[src/rtl/mem_arb_pkg.sv]
// -----------------------------------------------------------------------------
// mem_arb_pkg
// Shared types and constants for the memory request arbiter and the
// look-ahead-buffered memory controller it feeds.
//   arb_state_t   : arbiter FSM states (one-hot)
//   ctrl_state_t  : controller FSM states (one-hot, same encoding style)
//   OCC_SINGLE    : controller-occupied cycles for a single read or a write
//   OCC_BURST     : controller-occupied cycles for a burst read
//   wait_load()   : value loaded into the WAIT counter for a transaction
// -----------------------------------------------------------------------------
package mem_arb_pkg;

    typedef enum logic [2:0] {
        IDLE  = 3'b001,
        ISSUE = 3'b010,
        WAIT  = 3'b100
    } arb_state_t;

    typedef enum logic [5:0] {
        C_IDLE  = 6'b000001,
        C_READ1 = 6'b000010,
        C_READ2 = 6'b000100,
        C_READ3 = 6'b001000,
        C_READ4 = 6'b010000,
        C_WRITE = 6'b100000
    } ctrl_state_t;

    localparam int unsigned OCC_SINGLE = 32'd1;
    localparam int unsigned OCC_BURST  = 32'd4;

    // Wide enough to hold OCC_BURST-1.
    localparam int unsigned CNT_W = 32'd2;

    // WAIT lasts OCC cycles, so the counter starts at OCC-1 and the
    // transaction ends in the cycle where it reads zero.
    function automatic logic [CNT_W-1:0] wait_load(input logic is_burst);
        logic [CNT_W-1:0] v;
        if (is_burst) begin
            v = CNT_W'(OCC_BURST - 32'd1);
        end else begin
            v = CNT_W'(OCC_SINGLE - 32'd1);
        end
        return v;
    endfunction

endpackage

[src/rtl/mem_req_arbiter_rr_pick.sv]
// -----------------------------------------------------------------------------
// rr_pick
// Purely combinational round-robin picker: returns the first pending request
// at or after ptr, wrapping modulo NREQ.
//   req   [NREQ-1:0] : pending request levels
//   ptr   [IW-1:0]   : highest-priority position
//   valid            : at least one request pending
//   idx   [IW-1:0]   : index of the winning request (0 when !valid)
// -----------------------------------------------------------------------------
module rr_pick #(
    parameter int NREQ = 2,
    parameter int IW   = $clog2(NREQ)
) (
    input  logic [NREQ-1:0] req,
    input  logic [IW-1:0]   ptr,
    output logic            valid,
    output logic [IW-1:0]   idx
);

    // Position of the k-th candidate after ptr, wrapped into 0..NREQ-1.
    function automatic logic [IW-1:0] cand(input logic [IW-1:0] base, input int k);
        int sum;
        sum = (int'(base) + k) % NREQ;
        return IW'(sum);
    endfunction

    logic [IW-1:0] c_s;

    // Scan from the farthest candidate to the nearest one so that the nearest
    // pending request is the last one written and therefore wins.
    always_comb begin
        valid = 1'b0;
        idx   = '0;
        c_s   = '0;
        for (int k = NREQ - 1; k >= 0; k--) begin
            c_s   = cand(ptr, k);
            valid = valid | req[c_s];
            idx   = req[c_s] ? c_s : idx;
        end
    end

endmodule

[src/rtl/mem_req_arbiter.sv]
// -----------------------------------------------------------------------------
// mem_req_arbiter
// Round-robin arbiter sharing one memory controller among NREQ requesters.
// A pending request is picked in IDLE, issued to the controller as a one-cycle
// mem pulse (ISSUE), and the arbiter then waits (WAIT) until the controller
// is back in its IDLE state before sampling requests again.
// All outputs come straight from flops whose next values follow next_state,
// so there is no combinational path from req to the controller.
//   clk                : system clock, rising edge
//   reset              : asynchronous, active-low reset
//   req       [NREQ]   : request levels, sampled only in IDLE
//   req_rw    [NREQ]   : 1 = read, 0 = write
//   req_burst [NREQ]   : burst flag, honoured only for reads
//   gnt       [NREQ]   : one-hot pulse in the ISSUE cycle
//   done      [NREQ]   : one-hot pulse in the last controller-occupied cycle
//   mem                : controller start, high only in ISSUE
//   rw, burst          : controller direction/burst, held ISSUE..end of WAIT
//   busy               : high in ISSUE and WAIT
// -----------------------------------------------------------------------------
module mem_req_arbiter
    import mem_arb_pkg::*;
#(
    parameter int NREQ = 2
) (
    input  logic            clk,
    input  logic            reset,
    input  logic [NREQ-1:0] req,
    input  logic [NREQ-1:0] req_rw,
    input  logic [NREQ-1:0] req_burst,
    output logic [NREQ-1:0] gnt,
    output logic [NREQ-1:0] done,
    output logic            mem,
    output logic            rw,
    output logic            burst,
    output logic            busy
);

    localparam int IW = $clog2(NREQ);

    function automatic logic [NREQ-1:0] onehot(input logic [IW-1:0] i);
        logic [NREQ-1:0] v;
        v    = '0;
        v[i] = 1'b1;
        return v;
    endfunction

    // The requester just served drops to lowest priority.
    function automatic logic [IW-1:0] next_ptr(input logic [IW-1:0] i);
        logic [IW-1:0] r;
        if (i == IW'(NREQ - 1)) begin
            r = '0;
        end else begin
            r = i + IW'(1);
        end
        return r;
    endfunction

    arb_state_t       state_q, state_d;
    logic [IW-1:0]    ptr_q,   ptr_d;
    logic [IW-1:0]    idx_q,   idx_d;
    logic [CNT_W-1:0] cnt_q,   cnt_d;
    logic             rw_q,    rw_d;
    logic             burst_q, burst_d;
    logic [NREQ-1:0]  gnt_q,   gnt_d;
    logic [NREQ-1:0]  done_q,  done_d;
    logic             mem_q,   mem_d;
    logic             busy_q,  busy_d;

    logic             pick_valid_s;
    logic [IW-1:0]    pick_idx_s;

    rr_pick #(
        .NREQ (NREQ),
        .IW   (IW)
    ) u_rr_pick (
        .req   (req),
        .ptr   (ptr_q),
        .valid (pick_valid_s),
        .idx   (pick_idx_s)
    );

    // Next state, pointer, WAIT counter and the latched transaction attributes.
    always_comb begin
        state_d = state_q;
        ptr_d   = ptr_q;
        idx_d   = idx_q;
        cnt_d   = cnt_q;
        rw_d    = rw_q;
        burst_d = burst_q;
        case (state_q)
            IDLE: begin
                if (pick_valid_s) begin
                    state_d = ISSUE;
                    idx_d   = pick_idx_s;
                    ptr_d   = next_ptr(pick_idx_s);
                    rw_d    = req_rw[pick_idx_s];
                    // A write never bursts, whatever its burst flag says.
                    burst_d = req_burst[pick_idx_s] & req_rw[pick_idx_s];
                end else begin
                    rw_d    = 1'b0;
                    burst_d = 1'b0;
                end
            end
            ISSUE: begin
                state_d = WAIT;
                cnt_d   = wait_load(burst_q);
            end
            WAIT: begin
                if (cnt_q == '0) begin
                    state_d = IDLE;
                    rw_d    = 1'b0;
                    burst_d = 1'b0;
                end else begin
                    cnt_d = cnt_q - CNT_W'(1);
                end
            end
            default: begin
                // Corrupted one-hot state: fall back to a clean IDLE.
                state_d = IDLE;
                cnt_d   = '0;
                rw_d    = 1'b0;
                burst_d = 1'b0;
            end
        endcase
    end

    // Look-ahead outputs: derived from the next state so they can be flopped.
    always_comb begin
        gnt_d  = '0;
        done_d = '0;
        mem_d  = 1'b0;
        busy_d = 1'b0;
        case (state_d)
            ISSUE: begin
                gnt_d  = onehot(idx_d);
                mem_d  = 1'b1;
                busy_d = 1'b1;
            end
            WAIT: begin
                busy_d = 1'b1;
                // The WAIT cycle with a zero count is the controller's last one.
                if (cnt_d == '0) begin
                    done_d = onehot(idx_d);
                end else begin
                    done_d = '0;
                end
            end
            default: begin
                gnt_d  = '0;
                done_d = '0;
                mem_d  = 1'b0;
                busy_d = 1'b0;
            end
        endcase
    end

    // State and output registers; reset abandons any transaction in flight.
    always_ff @(posedge clk or negedge reset) begin
        if (!reset) begin
            state_q <= IDLE;
            ptr_q   <= '0;
            idx_q   <= '0;
            cnt_q   <= '0;
            rw_q    <= 1'b0;
            burst_q <= 1'b0;
            gnt_q   <= '0;
            done_q  <= '0;
            mem_q   <= 1'b0;
            busy_q  <= 1'b0;
        end else begin
            state_q <= state_d;
            ptr_q   <= ptr_d;
            idx_q   <= idx_d;
            cnt_q   <= cnt_d;
            rw_q    <= rw_d;
            burst_q <= burst_d;
            gnt_q   <= gnt_d;
            done_q  <= done_d;
            mem_q   <= mem_d;
            busy_q  <= busy_d;
        end
    end

    assign gnt   = gnt_q;
    assign done  = done_q;
    assign mem   = mem_q;
    assign rw    = rw_q;
    assign burst = burst_q;
    assign busy  = busy_q;

endmodule

[config.mk]
export PLATFORM = sky130hd
export DESIGN_NAME = mem_req_arbiter
export DESIGN_NICKNAME = d
export VERILOG_FILES = /design/src/rtl/mem_arb_pkg.sv /design/src/rtl/mem_req_arbiter_rr_pick.sv /design/src/rtl/mem_req_arbiter.sv
export SDC_FILE = /design/constraint.sdc
export NUM_CORES = 1
export LEC_CHECK = 0
export BUFFER_PORTS_ARGS = -buffer_cell sky130_fd_sc_hd__buf_4
export CELL_PAD_IN_SITES_DETAIL_PLACEMENT = 0
export CELL_PAD_IN_SITES_GLOBAL_PLACEMENT = 1
export CORE_MARGIN = 4
export CORE_UTILIZATION = 31
export CTS_BUF_LIST = sky130_fd_sc_hd__clkbuf_4 sky130_fd_sc_hd__clkbuf_8 sky130_fd_sc_hd__clkbuf_16
export DETAILED_ROUTE_END_ITERATION = 10
export PLACE_DENSITY_LB_ADDON = 0.12
export SLEW_MARGIN = 0
export SYNTH_ARGS = -nofsm -noshare
export SYNTH_HDL_FRONTEND = slang
export SYNTH_SLANG_ARGS = --single-unit
[constraint.sdc]
create_clock -name clk -period 1.3 [get_ports clk]
set_input_delay 0.13 -clock clk [delete_from_list [all_inputs] [get_ports clk]]
set_output_delay 0.13 -clock clk [all_outputs]
set_load 0.02 [all_outputs]
==> results.sh, run 1 <==
export IMPL_post_route_util_pct=47.2
export IMPL_die_area_um2=2820
export IMPL_synth_edff_count=0
export IMPL_fin_setup_tns_ps=-142
export IMPL_synth_seq_cells=15
export IMPL_async_flop_share_pct=100
export IMPL_port_buffers=15
export IMPL_dp_slack_ps=-47.7
export IMPL_crit_arrival_ps=1590
export IMPL_synth_warnings=0
export IMPL_cts_sinks=15
export IMPL_peakVddDrop_v=0.00122
export IMPL_grtUsageTotal_pct=9.83
export IMPL_synthToLayoutAreaGrowth_pct=45.4
export IMPL_wl_per_cell_um=11.7
export IMPL_fin_ws_ps=-77.7
export IMPL_grt_first_pass_wirelength_mm=1.95
export IMPL_multi_input_area_um2=288
export IMPL_path_max_fanout=3
export IMPL_grt_max_degree=16
export IMPL_syn_num_nets=60
export IMPL_final_hold_viol_count=0
export IMPL_worstPathRequired_ps=1510
export IMPL_synth_common_cells="dfrtp_1, nor2_1, inv_1, nand2_1"
export IMPL_top_usage_layer="met2"
export IMPL_violations="setup timing"
export IMPL_drive_gt1_share_pct=49.4
export IMPL_power_density_nw_per_um2=2150
export IMPL_clock_latency_ps=280
export IMPL_ys_types=24
export IMPL_rr_endpoint="done[1]"
export IMPL_final_area_um2=917
export IMPL_grt_setup_unrepaired="true"
export IMPL_synthTopCellsByArea="dfrtp_1, dfstp_2, nor2_1, mux2i_1, nor3b_4"
export IMPL_first_global_vias=446
export IMPL_period_needed_ps=1380
export IMPL_max_slew_margin_rel_pct=82.3
export IMPL_first_pass_iters=4
export IMPL_start_kind="flip-flop"
export IMPL_drtIter0Drc=6
export IMPL_drc=0
export IMPL_route_vias_total=449
export IMPL_syn_inst=52
export IMPL_yosysSeqAreaShare_pct=59.7
export IMPL_dpl_hpwl_um=881
export IMPL_syn_area_per_cell_um2=12.1
export IMPL_placed_cell_area_um2=807
export IMPL_antenna_found_initial=0
export IMPL_crit_type="reg -> reg"
export IMPL_start_util_pct=32.5
export IMPL_ff_latch_area_um2=377
export IMPL_groute_layer_met1_usage_pct=12.4
export IMPL_maxCapViolations=0
export IMPL_synth_area_um2=631
export IMPL_die_h_um=53.1
export IMPL_fin_skew_ps=9.53
export IMPL_p_leak_nw=0.430
export IMPL_diodes=0
export IMPL_drtAntennaViolNets=0
export IMPL_via_per_inst=4.32
export IMPL_fillCellCount=194
export IMPL_grt_use_met3_pct=3.38
export IMPL_htree_levels=1
export IMPL_max_slew_worst_pin_slew_ps=259
export IMPL_fp_row_count=16
export IMPL_gp_congestion=0.773
export IMPL_overflow=0
export IMPL_wl_mm=1.22
export IMPL_synth_flop_cell="dfrtp_1"
export IMPL_die_w_um=53.1
export IMPL_fin_nets=86
export IMPL_reg2regPathDepth=5
export IMPL_max_freq_mhz=726
export IMPL_yosysMostFrequentCell="dfrtp_1"
export IMPL_setup_viol=3
export IMPL_fin_crit_sh_pct=106
export IMPL_gr_usage_met2_pct=15.9
export IMPL_min_delay_path_class="in -> reg"
export IMPL_synth_top_area_cell="dfrtp_1"
export IMPL_cts_tree="built"
export IMPL_critical_path_endpoint="done[1]"
export IMPL_pin_count=16
export IMPL_regToRegStartpoint="state_q[0]"
export IMPL_synth_top_cell_area_share_pct=55.6
export IMPL_clk_path_buf_depth=2
export IMPL_crit_start="state_q[0]"
export IMPL_clockRootBuffer="clkbuf_4"
export IMPL_endpoint_kind="flip-flop"
export IMPL_rrSetupSlack_ps=-80
export IMPL_core_um2=1940
export IMPL_cts_buffers=3
export IMPL_clk_pin_slew_ps=100
export IMPL_drv_slew=0
export IMPL_status="finished, violations left"
-- cell families (layout without fill, tap and decap cells) --
| group | count (synthesis) | after routing | synth area share [%] |
|---|---|---|---|
| AND/OR/NAND/NOR | 18 | 18 | 17.7 |
| flip-flops | 15 | 15 | 59.7 |
| AO/OA/AOI/OAI | 11 | 11 | 13.9 |
| buffers and inverters | 5 | 30 | 3.37 |
| multiplexers | 3 | 3 | 5.36 |
-- worst max-delay path, cell delays in order (launching register included) --
cell and delay, ps:
dfstp_2 540, nor3b_4 200, o21ai_2 100, inv_4 80, mux2i_4 230, nor2b_4 160
-- report_power, final --
| part | leakage [nW] | switching (mW) | internal, mW |
|---|---|---|---|
| Clock | 0.0184 | 0.147 | 0.140 |
| Sequential | 0.194 | 0.101 | 0.631 |
| Combinational | 0.218 | 0.468 | 0.483 |
| Total | 0.430 | 0.716 | 1.25 |
-- cell type report --
type / instances / share of cell area, %
sequential: 15 / 41.1
multi-input combinational: 32 / 31.4
timing repair buffer: 21 / 18.3
tap: 27 / 3.68
clock buffer: 4 / 3.27
inverter: 5 / 2.32
-- how the worst min path moves through the flow --
stage | from | to | cells past startpoint
2_1_floorplan | reset | burst | 0
3_3_place_gp | reset | cnt_q[1] | 1
3_5_place_dp | reset | cnt_q[1] | 1
4_1_cts | req_rw[1] | rw | 3
5_1_grt | req[1] | gnt[1] | 3
6_report | req[1] | gnt[1] | 3
-- layout by cell type (no fill, tap or decap), drive strengths merged --
cell | synthesis | layout
a32oi | 2 | 2
dfstp | 1 | 1
a21oi | 1 | 1
and2b | 1 | 1
and2 | 1 | 1
nand2 | 4 | 4
o2bb2ai | 1 | 1
o21ai | 5 | 5
dfrtp | 14 | 14
clkbuf | 0 | 4
nor2b | 2 | 2
nor2 | 6 | 6
nor3b | 2 | 2
or2 | 1 | 1
o21bai | 1 | 1
nand2b | 1 | 1
inv | 5 | 5
buf | 0 | 20
a22o | 1 | 1
mux2i | 3 | 3
dlygate4sd3 | 0 | 1
-- state kept, by name, indices dropped and copies added, names as in the netlist --
signal   cells
busy         1
cnt_q        2
state_q      3
mem          1
idx_q        1
gnt          2
burst        1
ptr_q        1
rw           1
done         2
-- stage by stage --
step | instances | hold WS, ps | power, mW
after detailed placement | 98 | -2.08 | 1.53
after CTS | 103 | 163 | 1.86
after global placement | 98 | -3.88 | 1.53
final | 104 | 187 | 1.97
after global routing | 104 | 184 | 2.10
after floorplan | 52 | -166 | 1.19
-- what timing repair did --
action                                  4_1_cts  5_1_grt
gates resized for setup                       1       10
buffers inserted                              0        1
endpoints found under the setup margin        2        7
hold buffers                                  1        0
pin swaps                                     1        5
endpoints found under the hold margin        15        0
-- routing by layer --
metal / share of wire [%] / vias up
li1: - / 226
met1: 47 / 213
met2: 48 / 10
met3: 4.8 / 0
met4: 0 / 0
met5: 0 / -
No activity file was read; power rests on OpenSTA's default activity.
==> inputs of run 2 (changes only) <==
CELL_PAD_IN_SITES_DETAIL_PLACEMENT = unset   (was 0)
CELL_PAD_IN_SITES_GLOBAL_PLACEMENT = unset   (was 1)
MAX_ROUTING_LAYER = met4   (was unset)
==> run 2 against run 1 <==
The run still ends with setup timing left. Global-route usage is 1.4 points higher. Maximum frequency grew 1.3%. Clock-buffer cell count did not move. Power is 0.68% lower. Flip-flop and latch count unchanged. Sequential power fell by 1%. Register-to-register slack better by 20 ps. Die area unchanged. Setup slack better by 17 ps. Routed wire length barely moved. Final cell count is 2.9% higher. Worst hold slack got worse by 32 ps. Critical endpoint unchanged. Largest cell class unchanged. Largest power group unchanged.
==> results.sh, run 2 (synthesis results as in run 1) <==
export IMPL_status="finished, violations left"
export IMPL_violations="setup timing"
export IMPL_fin_ws_ps=-60.2
export IMPL_critPathMaxStageDelay_ps=530
export IMPL_regToRegStartpoint="state_q[0]"
export IMPL_rrSetupSlack_ps=-60
export IMPL_grt_max_degree=16
export IMPL_crit_type="reg -> reg"
export IMPL_power_density_nw_per_um2=2160
export IMPL_grt_setup_unrepaired="true"
export IMPL_fin_crit_sh_pct=105
export IMPL_p_leak_nw=0.438
export IMPL_p_seq_share_pct=37.0
export IMPL_pin_count=16
export IMPL_final_hold_viol_count=0
export IMPL_drive_gt1_share_pct=50.0
export IMPL_core_um2=1940
export IMPL_overflow=0
export IMPL_drc=0
export IMPL_cts_sinks=15
export IMPL_min_delay_path_class="in -> reg"
export IMPL_instances_no_fill=107
export IMPL_wl_mm=1.22
export IMPL_peakVddDrop_v=0.00113
export IMPL_fin_nets=89
export IMPL_dpl_cell_count=97
export IMPL_reg2regPathDepth=5
export IMPL_switchingPower_mw=0.679
export IMPL_grt_first_pass_wirelength_mm=2.15
export IMPL_die_area_um2=2820
export IMPL_layout_common_cells="buf_4, dfrtp_1, nor2_1"
export IMPL_clk_pin_slew_ps=90
export IMPL_fin_setup_tns_ps=-112
export IMPL_hold_start="req_rw[1]"
export IMPL_fin_skew_ps=4.04
export IMPL_largest_reg_flops=3
export IMPL_max_freq_mhz=735
export IMPL_die_h_um=53.1
export IMPL_clk_path_buf_depth=2
export IMPL_period_needed_ps=1360
export IMPL_max_slew_margin_rel_pct=71.6
export IMPL_via_per_inst=4.21
export IMPL_maxCapViolations=0
export IMPL_clock_latency_ps=280
export IMPL_drtIter0Drc=7
export IMPL_port_buffers=15
export IMPL_pwr_share_comb_pct=48.4
export IMPL_drv_slew=0
export IMPL_final_common_cell="buf_4"
export IMPL_fp_row_count=16
export IMPL_max_slew_worst_pin_slew_ps=425
export IMPL_rr_endpoint="done[1]"
export IMPL_start_util_pct=32.5
export IMPL_cts_tree="built"
export IMPL_crit_chain="nor3b_4, o21ai_2, inv_4, mux2i_4, nor2b_4"
export IMPL_grtUsageTotal_pct=11.2
export IMPL_die_w_um=53.1
export IMPL_first_pass_iters=2
export IMPL_route_vias_total=451
export IMPL_clockRootBuffer="clkbuf_4"
export IMPL_drtAntennaViolNets=0
export IMPL_first_global_vias=472
export IMPL_cts_buffers=3
export IMPL_endpoint_kind="flip-flop"
export IMPL_crit_arrival_ps=1580
export IMPL_cp_slowest_cell="dfstp_2"
export IMPL_synthToLayoutAreaGrowth_pct=43.7
export IMPL_htree_levels=1
export IMPL_swShare_pct=34.7
export IMPL_wl_per_cell_um=11.4
export IMPL_top_register="state_q"
export IMPL_start_kind="flip-flop"
export IMPL_worstPathRequired_ps=1520
export IMPL_critical_path_endpoint="done[1]"
export IMPL_setup_viol=3
export IMPL_gp_congestion=0.826
export IMPL_crit_start="state_q[0]"
export IMPL_internal_power_mw=1.28
export IMPL_power_frac_clock_pct=14.7
export IMPL_path_max_fanout=3
export IMPL_dpl_hpwl_um=891
export IMPL_diodes=0
export IMPL_antenna_found_initial=0
==> run 2: cell types whose count changed in the layout (fill, tap and decap cells not counted) <==
| cell | change |
|---|---|
| o2bb2ai_1 | +1 |
| a21oi_2 | +1 |
| a21oi_4 | -1 |
| o21ai_2 | +1 |
| o2bb2ai_4 | -1 |
| buf_4 | +3 |
| o21ai_4 | -1 |
==> run 2: area by class of cell <==
cell class | instances | area [um^2]
Timing Repair Buffer | 24 | 190
Clock buffer | 4 | 30.0
Multi-Input combinational cell | 32 | 254
Inverter | 5 | 21.3
Tap cell | 27 | 33.8
Fill cell | 199 | 1040
Sequential cell | 15 | 377
==> run 2: worst min path at each step <==
stage | endpoint | slack (ps) | cells after the start
global placement | cnt_q[0] | -2 | 1
floorplan | burst | -170 | 0
CTS | rw | 160 | 3
finish | rw | 150 | 3
detailed placement | cnt_q[0] | -2 | 1
global route | rw | 170 | 3
==> run 2: stage by stage <==
step	total power, mW	util (%)	hold slack, ps	instance area [um^2]	setup slack (ps)
finish	1.96	46.6	155	906	-60.2
CTS	1.82	43.8	157	850	-85.4
global route	2.10	46.6	169	906	-120
floorplan	1.19	-	-166	631	-102
detailed placement	1.50	41.2	-1.82	800	-96.7
global placement	1.49	41.2	-2.35	800	-43.8
==> run 2: repair_timing <==
action	CTS	global route
endpoints found under the setup margin	3	7
buffers inserted	1	4
hold buffers	1	0
hold endpoints to repair	15	0
pin swaps	0	4
resized for setup	1	6
==> run 2: worst max-delay path, delay by kind of cell, from the launching register on <==
family	cells	cell delay, ps
multiplexers	1	230
AND/OR/NAND/NOR	2	350
AO/OA/AOI/OAI	1	110
flip-flops	1	530
buffers and inverters	1	80
==> run 2: routing by layer <==
layer  track usage (%)  wire length, um  vias to the layer above
met4              6.38               13                        0
met1              13.5              628                      207
met2              16.3              524                       11
met5                 -                0                        -
li1                  -                -                      231
met3              3.66               51                        2
==> run 2: power groups by stage <==
stage	sequential (mW)	clock, mW	combinational [mW]
floorplan	0.832	0	0.359
global placement	0.735	0	0.756
detailed placement	0.732	0	0.767
CTS	0.723	0.290	0.807
global route	0.741	0.323	1.03
finish	0.723	0.287	0.946
==> inputs of run 3 (changes only) <==
ABC_AREA = 1   (was unset)
==> run 3 against run 2 <==
The run now ends clean. Clock skew is 1.6 ps higher. Core utilization is 1.9 points lower. Via count is 12% higher. Largest power group unchanged. Die area is 3.2% higher. Final cell count is 14% higher.
==> results.sh, run 3 <==
export IMPL_max_slew_worst_pin_slew_ps=291
export IMPL_grt_max_degree=16
export IMPL_drtAntennaViolNets=0
export IMPL_overflow=0
export IMPL_ff_latch_area_um2=377
export IMPL_synth_top_cell_area_share_pct=53.5
export IMPL_cts_buffers=3
export IMPL_setup_viol=0
export IMPL_crit_type="reg -> reg"
export IMPL_die_h_um=53.9
export IMPL_min_delay_path_class="in -> reg"
export IMPL_critical_path_endpoint="done[0]"
export IMPL_layout_common_cells="buf_4, dfrtp_1, inv_1"
export IMPL_synth_common_cells="dfrtp_1, inv_1, nand2_1, nor2_1, nand3_1"
export IMPL_endpoint_kind="flip-flop"
export IMPL_via_per_inst=4.14
export IMPL_die_w_um=53.9
export IMPL_synth_area_um2=654
export IMPL_synth_top_area_cell="dfrtp_1"
export IMPL_synth_warnings=0
export IMPL_fp_row_count=16
export IMPL_clockRootBuffer="clkbuf_4"
export IMPL_clk_path_buf_depth=2
export IMPL_max_slew_margin_rel_pct=80.5
export IMPL_drv_slew=0
export IMPL_cts_tree="built"
export IMPL_top_register="state_q"
export IMPL_fin_skew_ps=5.68
export IMPL_fin_crit_sh_pct=96.5
export IMPL_crit_chain="nand3_4, nor2_4, buf_6, o21ai_4, inv_2, nor2_2"
export IMPL_maxCapViolations=0
export IMPL_max_freq_mhz=797
export IMPL_p_leak_nw=0.489
export IMPL_path_max_fanout=6
export IMPL_route_vias_total=505
export IMPL_cp_slowest_cell="dfstp_2"
export IMPL_crit_start="state_q[0]"
export IMPL_largest_reg_flops=3
export IMPL_start_util_pct=33.0
export IMPL_status="finished clean"
export IMPL_final_hold_viol_count=0
export IMPL_synth_flop_cell="dfrtp_1"
export IMPL_syn_area_per_cell_um2=9.22
export IMPL_regToRegStartpoint="state_q[0]"
export IMPL_crit_arrival_ps=1430
export IMPL_fillCellCount=193
export IMPL_synthToLayoutAreaGrowth_pct=35.6
export IMPL_async_flop_share_pct=100
export IMPL_gp_congestion=0.756
export IMPL_wl_per_cell_um=9.70
export IMPL_worstPathRequired_ps=1480
export IMPL_clock_latency_ps=270
export IMPL_fin_nets=104
export IMPL_grt_setup_unrepaired="true"
export IMPL_peakVddDrop_v=0.00104
export IMPL_synthTopCellsByArea="dfrtp_1, inv_1, nand2_1, nor2_1, dfstp_2"
export IMPL_drive_gt1_share_pct=37.9
export IMPL_yosysMostFrequentCell="dfrtp_1"
export IMPL_ys_types=17
export IMPL_cts_sinks=15
export IMPL_first_global_vias=470
export IMPL_rrSetupSlack_ps=50
export IMPL_htree_levels=1
export IMPL_period_needed_ps=1250
export IMPL_wl_mm=1.18
export IMPL_start_kind="flip-flop"
export IMPL_antenna_found_initial=0
export IMPL_grtUsageTotal_pct=9.99
export IMPL_synth_seq_cells=15
export IMPL_yosysSeqAreaShare_pct=57.6
export IMPL_power_density_nw_per_um2=2110
export IMPL_die_area_um2=2910
export IMPL_power_total_mw=1.87
export IMPL_diodes=0
export IMPL_dpl_hpwl_um=902
export IMPL_reg2regPathDepth=6
export IMPL_synth_edff_count=0
export IMPL_crit_family="flip-flops"
export IMPL_drc=0
export IMPL_drtIter0Drc=2
export IMPL_core_um2=1980
export IMPL_clk_pin_slew_ps=90
export IMPL_post_route_util_pct=44.8
export IMPL_crit_buf_inv=2
export IMPL_multi_input_area_um2=234
export IMPL_syn_num_nets=79
export IMPL_syn_inst=71
export IMPL_cp_depth=6
export IMPL_pin_count=16
export IMPL_fin_setup_tns_ps=0
export IMPL_critPathMaxStageDelay_ps=580
export IMPL_port_buffers=15
export IMPL_hold_start="req_burst[0]"
export IMPL_final_common_cell="buf_4"
export IMPL_grt_first_pass_wirelength_mm=1.99
export IMPL_first_pass_iters=4
export IMPL_rr_endpoint="done[0]"
run 3: cell count changes after synthesis, sizes merged, moves of 3 or more:
cell / previous run / this run
inv: 5 / 15
mux2i: 3 / 0
nand2: 4 / 14
nand3: 0 / 7
nor2: 6 / 12
run 3: repair_timing:
action | in CTS | in global routing
setup buffers | 0 | 4
hold buffers | 1 | 0
resized for setup | 0 | 4
setup endpoints to repair | 0 | 5
hold endpoints to repair | 15 | 0
run 3: how the worst min path moves through the flow:
stage | to | slack, ps | depth (start not counted)
after detailed placement | busy | -2 | 1
after CTS | burst | 140 | 5
final | burst | 140 | 5
after floorplan | burst | -170 | 0
after global placement | mem | -7 | 1
after global routing | burst | 140 | 5
run 3: worst min-delay path, delay by kind of cell:
kind                   cells  cell delay (ps)
AND/OR/NAND/NOR            4              180
buffers and inverters      1               70
run 3: report_power, final:
part           total (mW)  switching, mW  internal, mW
Sequential          0.743          0.100         0.643
Combinational       0.847          0.478         0.369
Clock               0.280          0.140         0.140
run 3: area by class of cell:
type / instances / share of cell area (%)
tap: 27 / 3.81
sequential: 15 / 42.5
clock buffer: 4 / 3.39
inverter: 15 / 6.35
timing repair buffer: 20 / 17.6
multi-input combinational: 41 / 26.4
run 3: routing by layer:
metal	up-vias	wire length, um	global-route usage (%)
li1	270	-	-
met1	226	573	12.4
met2	7	556	14.3
met3	2	44	2.49
met4	0	10	6.38
met5	-	0	-
run 3: per-stage QoR:
step	hold WS, ps	instance area [um^2]	setup slack (ps)	instances
2_1_floorplan	-166	654	169	71
3_3_place_gp	-6.91	801	68.3	113
3_5_place_dp	-1.91	801	48.7	113
4_1_cts	139	841	28.7	118
5_1_grt	141	887	-43.8	122
6_report	144	887	45.9	122
run 3: cell families (layout without fill, tap and decap cells):
group | after synthesis | after routing | synth area share [%]
compound gates | 6 | 6 | 5.55
buf+inv | 15 | 39 | 8.61
flops | 15 | 15 | 57.6
simple gates | 35 | 35 | 28.3
